**src/rtl/genie_pkg.sv**
```systemverilog
// Shared types and helpers for the genie interconnect blocks.
package genie_pkg;

    // Occupancy of the two-entry pipeline register.
    typedef enum logic [1:0] {
        PR_EMPTY = 2'd0,  // main and skid invalid
        PR_ONE   = 2'd1,  // main valid
        PR_TWO   = 2'd2   // main and skid valid
    } pipe_reg_state_t;

    // Port width that stays legal when a field is configured to zero bits.
    function automatic int unsigned safe_width(input int unsigned w);
        return (w < 1) ? 1 : w;
    endfunction

endpackage

```
**src/rtl/genie_pipe_slot.sv**
```systemverilog
// One storage entry of the pipeline register: an enable-loaded word with no reset.
module genie_pipe_slot #(
    parameter int unsigned WIDTH = 1
) (
    input  logic             clk,
    input  logic             load_i,
    input  logic [WIDTH-1:0] d_i,
    output logic [WIDTH-1:0] q_o
);

    logic [WIDTH-1:0] word_q;

    // Capture the incoming word whenever the controller asks for it.
    // NOTE: datapath flops carry no reset; the valid bits in the controller decide whether the content means anything.
    always_ff @(posedge clk) begin
        if (load_i) begin
            word_q <= d_i;
        end
    end

    assign q_o = word_q;

endmodule

```
**src/rtl/genie_pipe_reg.sv**
```systemverilog
// Registered valid/ready stage (two-entry skid buffer) carrying {data, field}.
// Forward and backward paths are both cut: o_valid and o_ready decode flops only.
module genie_pipe_reg
    import genie_pkg::*;
#(
    parameter int unsigned WIDTH_DATA  = 0,
    parameter int unsigned WIDTH_FIELD = 1
) (
    input  logic                               clk,
    input  logic                               reset,
    input  logic                               i_valid,
    output logic                               o_ready,
    input  logic [safe_width(WIDTH_DATA)-1:0]  i_data,
    input  logic [WIDTH_FIELD-1:0]             i_field,
    output logic                               o_valid,
    input  logic                               i_ready,
    output logic [safe_width(WIDTH_DATA)-1:0]  o_data,
    output logic [WIDTH_FIELD-1:0]             o_field
);

    // Stored word layout: data (when present) above the field.
    localparam int unsigned SLOT_W = WIDTH_DATA + WIDTH_FIELD;

    pipe_reg_state_t state_q;
    logic            in_reset_q;

    logic            in_xfer;
    logic            out_xfer;
    logic            m_load;
    logic            s_load;
    logic [SLOT_W-1:0] slot_in;
    logic [SLOT_W-1:0] m_d;
    logic [SLOT_W-1:0] m_q;
    logic [SLOT_W-1:0] s_q;

    // Handshakes as seen at the coming clock edge.
    assign in_xfer  = i_valid && o_ready;
    assign out_xfer = o_valid && i_ready;

    // Port decode straight from flops so no input reaches an output combinationally.
    assign o_valid = (state_q != PR_EMPTY);
    assign o_ready = (state_q != PR_TWO) && !in_reset_q;

    // Occupancy FSM plus the flop that keeps o_ready low until the first edge after reset release.
    // NOTE: sequential state uses non-blocking assignments so every flop samples pre-edge values.
    always_ff @(posedge clk or negedge reset) begin
        if (!reset) begin
            state_q    <= PR_EMPTY;
            in_reset_q <= 1'b1;
        end else begin
            in_reset_q <= 1'b0;
            unique case (state_q)
                PR_EMPTY: begin
                    if (in_xfer) begin
                        state_q <= PR_ONE;
                    end
                end
                PR_ONE: begin
                    if (in_xfer && !out_xfer) begin
                        state_q <= PR_TWO;
                    end else if (!in_xfer && out_xfer) begin
                        state_q <= PR_EMPTY;
                    end
                end
                PR_TWO: begin
                    // o_ready is low here, so only a drain can happen.
                    if (out_xfer) begin
                        state_q <= PR_ONE;
                    end
                end
                default: begin
                    state_q <= PR_EMPTY;
                end
            endcase
        end
    end

    // Slot load enables and the main-register source select.
    // NOTE: every comb output gets a default first so no path leaves it unassigned (no latch).
    always_comb begin
        m_load = 1'b0;
        s_load = 1'b0;
        m_d    = slot_in;
        unique case (state_q)
            PR_EMPTY: begin
                m_load = in_xfer;
            end
            PR_ONE: begin
                // Simultaneous in/out replaces main in place; in without out parks the beat in skid.
                m_load = in_xfer && out_xfer;
                s_load = in_xfer && !out_xfer;
            end
            PR_TWO: begin
                // Draining from TWO promotes the skid entry.
                m_load = out_xfer;
                m_d    = s_q;
            end
            default: begin
                m_load = 1'b0;
            end
        endcase
    end

    // Pack the incoming beat; with no data bits only the field is stored.
    if (WIDTH_DATA > 0) begin : g_data
        assign slot_in = {i_data, i_field};
        assign o_data  = m_q[SLOT_W-1:WIDTH_FIELD];
    end else begin : g_no_data
        logic unused_data;
        assign unused_data = ^i_data;
        assign slot_in     = i_field;
        assign o_data      = '0;
    end

    assign o_field = m_q[WIDTH_FIELD-1:0];

    // Main entry: drives the downstream outputs.
    genie_pipe_slot #(
        .WIDTH (SLOT_W)
    ) u_main (
        .clk    (clk),
        .load_i (m_load),
        .d_i    (m_d),
        .q_o    (m_q)
    );

    // Skid entry: absorbs the beat accepted while downstream stalls.
    genie_pipe_slot #(
        .WIDTH (SLOT_W)
    ) u_skid (
        .clk    (clk),
        .load_i (s_load),
        .d_i    (slot_in),
        .q_o    (s_q)
    );

    // A stalled beat must stay put until it is taken.
    a_stall_stable: assert property (
        @(posedge clk) disable iff (!reset)
        (o_valid && !i_ready) |=> (o_valid && $stable(o_data) && $stable(o_field))
    );

endmodule

```
**config.mk**
```make
export PLATFORM = sky130hd
export DESIGN_NAME = genie_pipe_reg
export DESIGN_NICKNAME = d
export VERILOG_FILES = /design/src/rtl/genie_pkg.sv /design/src/rtl/genie_pipe_slot.sv /design/src/rtl/genie_pipe_reg.sv
export SDC_FILE = /design/constraint.sdc
export NUM_CORES = 1
export LEC_CHECK = 0
export ABC_AREA = 1
export BUFFER_PORTS_ARGS = -buffer_cell sky130_fd_sc_hd__buf_2
export CORE_AREA = 5 5 42 44
export DETAILED_ROUTE_END_ITERATION = 10
export DIE_AREA = 0 0 47 49
export REMOVE_ABC_BUFFERS = 1
export SYNTH_ARGS = -nofsm -noshare
export SYNTH_HDL_FRONTEND = slang
export SYNTH_SLANG_ARGS = --single-unit
```
**constraint.sdc**
```tcl
create_clock -name clk -period 1.7 [get_ports clk]
set_input_delay 0 -clock clk [delete_from_list [all_inputs] [get_ports clk]]
set_output_delay 0 -clock clk [all_outputs]
set_load 0.005 [all_outputs]
```
==> metrics.csv <==
stage,metric,value,unit
cells_and_area,final core occ,30.7,%
clocking,Sink Count,5,
drt,Final ANT Viol Nets,0,
grt,total track usage,7.21,%
cells_and_area,layout cells sized above 1,39.6,%
timing,Final Hold Vio Count,0,
drt,DRT Pass-1 Iters,5,
synth,mux cell area share after synthesis,0,%
timing,setup violators final,0,
critical_path,crit path max-delay cell type,dfrtp_1,
synth,synthesized cell area,320,sq um
drt,WL/cell,9.59,microns
pwr,pwr/cell area,1250,mW/mm^2
critical_path,Setup crit end kind,register,
cells_and_area,fin nets,62,
timing,unrepaired setup endpoints after global routing,no,
job,Max-Cap Viols,0,
critical_path,"CP delay by family, top",simple AND/OR/NAND/NOR gates,
synth,Synth Area in Adders,7.81,%
drt,DR DRC count,0,
critical_path,critical path launch point type,register,
synth,largest family of logic cells by synthesized area,simple AND/OR/NAND/NOR gates,
drt,Vias,307,
floorplanning,die height,49,microns
drt,Via density,4.45,
synth,post-synthesis compound-gate area fraction,7.42,%
pwr,Lkg Pwr,0.000232,uW
floorplanning,die width,47,microns
worst_hold_path,worst hold path type,input port to asynchronous set/reset pin,
grt,vias in the first global route,278,
placement,placed instance count,63,
clocking,Root Buffer,clkbuf_4,
cells_and_area,"commonest non-fill, non-tap cell in the layout",buf_2,
floorplanning,Initial Utilization,22.9,%
synth,post-synthesis simple-gate area fraction,28.1,%
pwr,peak supply drop,0.317,mV
placement,gpl congestion,0.692,
grt,largest net degree at the start of global routing,5,
critical_path,Max Fanout on Critical Path,4,
synth,sequential-to-total area share from yosys stat,42.6,%
grt,first-pass GRT wire length,1.03,mm
critical_path,CP arrival,1.64,ns
floorplanning,Core Area,0.00140,sq mm
placement,Area after DPL,379,sq um
synth,Yosys warning count,0,
clocking,clock latency on the worst-skew pair,0.25,ns
grt,grt ovf,0,
floorplanning,row count,14,
timing,Final min period,1.51,ns
clocking,H-tree depth,1,
drt,1st-iter DRT viols,3,
floorplanning,Ports,10,
clocking,Max clock buf depth,2,
cells_and_area,"commonest non-fill, non-tap cells in the layout","buf_2 (7), nand2_1 (6), inv_1 (5), nand3_1 (5), inv_2 (4)",
timing,Tcrit/Tclk final,88.6,%
timing,Max Slew Vio Count,0,
cells_and_area,ANT cells,0,
placement,PortBufs,7,
clocking,CTS tree,yes,
pwr,Total Power,538,uW
critical_path,worst-path cell chain,buf_4 -> nor2_1 -> nor2_1 -> ha_1 -> inv_1 -> nand3_1 -> nand2_1 -> inv_2 -> nand3_1 -> nand2_1,
critical_path,CP peak stage delay,0.39,ns
critical_path,CP Class,register to register,
cells_and_area,area growth from synthesis to layout,34.4,%
cells_and_area,Multi-input gate area,151,sq um
synth,Synth Area in XOR/XNOR,0,%
cells_and_area,fillcell total,162,
cells_and_area,final non-filler cell total,69,
timing,Fin Clk Skew,0.00478,ns
grt,initial antenna violation count,0,
synth,syn avg cell area,8.21,sq um
timing,setup TNS,0,ns
synth,"Distinct cells, synth",18,
clocking,"Clk pin slew, worst setup/hold paths",0.05,ns
floorplanning,die area,0.00230,sq mm
drt,WL final,662,microns
cells_and_area,Final Cell Area,430,sq um
clocking,Post-CTS Setup Bufs,0,
cells_and_area,Seq. cell area,136,sq um
run_status,status,completed,
placement,DP HPWL,511,microns
synth,"flops & latches, synth",5,
critical_path,CP required,1.84,ns
clocking,Inserted Clock Buffers,3,
critical_path,worst path bufs/invs,3,
synth,cells after synthesis,39,
timing,fmax,0.664,GHz
[metal layers]
metal,vias to the layer above,global-route usage [%],part of all wire (%)
met2,18,9.95,52
met3,5,2.21,9.7
li1,147,-,-
met5,-,0,0
met4,0,11.1,6.9
met1,137,6.22,31
[layout make-up]
| class | instances | share of cell area, % |
|---|---|---|
| Clock buffer | 4 | 6.10 |
| Inverter | 9 | 7.85 |
| Multi-Input combinational cell | 25 | 35.2 |
| Sequential cell | 5 | 31.7 |
| Tap cell | 16 | 4.65 |
| Timing Repair Buffer | 10 | 14.5 |
[worst reg2reg max path: stages (launching register included)]
cell	delay, ns
dfrtp_1	0.39
buf_4	0.15
nor2_1	0.12
nor2_1	0.07
ha_1	0.27
inv_1	0.05
nand3_1	0.08
nand2_1	0.09
inv_2	0.04
nand3_1	0.08
nand2_1	0.06
[synth_stat cells]
cell	n	area [sq um]
ha_1	2	25.0
o21bai_2	1	11.3
buf_4	1	7.51
inv_1	5	18.8
nand2_1	6	22.5
nand2_2	2	12.5
nor3_1	1	5.00
nor2_1	2	7.51
conb_1	1	3.75
nand3_1	5	25.0
o21ai_0	1	5.00
nor2_4	1	11.3
o211ai_1	1	7.51
dfrtp_1	2	50.1
inv_2	4	15.0
and3_1	1	6.26
dfstp_2	1	26.3
edfxtp_1	2	60.1
[through the flow]
stage	setup WS, ns	hold WS, ns
floorplan	0.226	-0.296
global placement	0.111	-0.202
detailed placement	0.0958	-0.198
CTS	0.0733	0.0678
global route	0.0308	0.0848
finish	0.193	0.0663
[registers in the layout (all words and copies together) (netlist names)]
name        flops
u_skid.q_o      1
in_reset_q      1
u_main.q_o      1
state_q         2
[path summary, 6_finish.rpt]
kind | startpoint | endpoint | slack (ns) | depth (start not counted)
max | state_q[0] | state_q[0] | 0.19 | 10
min | reset | state_q[0] | 0.07 | 2
max reg2reg | state_q[0] | state_q[0] | 0.19 | 10
min reg2reg | u_skid.q_o | u_main.q_o | 0.53 | 2
max in group asynchronous | reset | in_reset_q | 1.43 | 2
min in group clk | i_ready | state_q[1] | 0.07 | 4
[kinds of logic after synthesis]
kind of cell,after synthesis
and+or+nand+nor,18
adders and majority gates,2
AOI/OAI and AO/OA,3
buffers and inverters,10
DFF,5
other,1
[what timing repair did]
item / 4_1_cts / 5_1_grt
gates resized for setup: 0 / 1
hold buffers: 2 / 0
endpoints found under the setup margin: 0 / 3
hold endpoints to repair: 4 / 0
[power breakdown]
group | internal [uW] | leakage (uW) | total, uW | switching, uW
Sequential | 156 | 0.0000546 | 173 | 18.0
Combinational | 90.6 | 0.000162 | 221 | 131
Clock | 89.1 | 0.0000150 | 143 | 54.1
No activity file was read; power rests on OpenSTA's default activity.
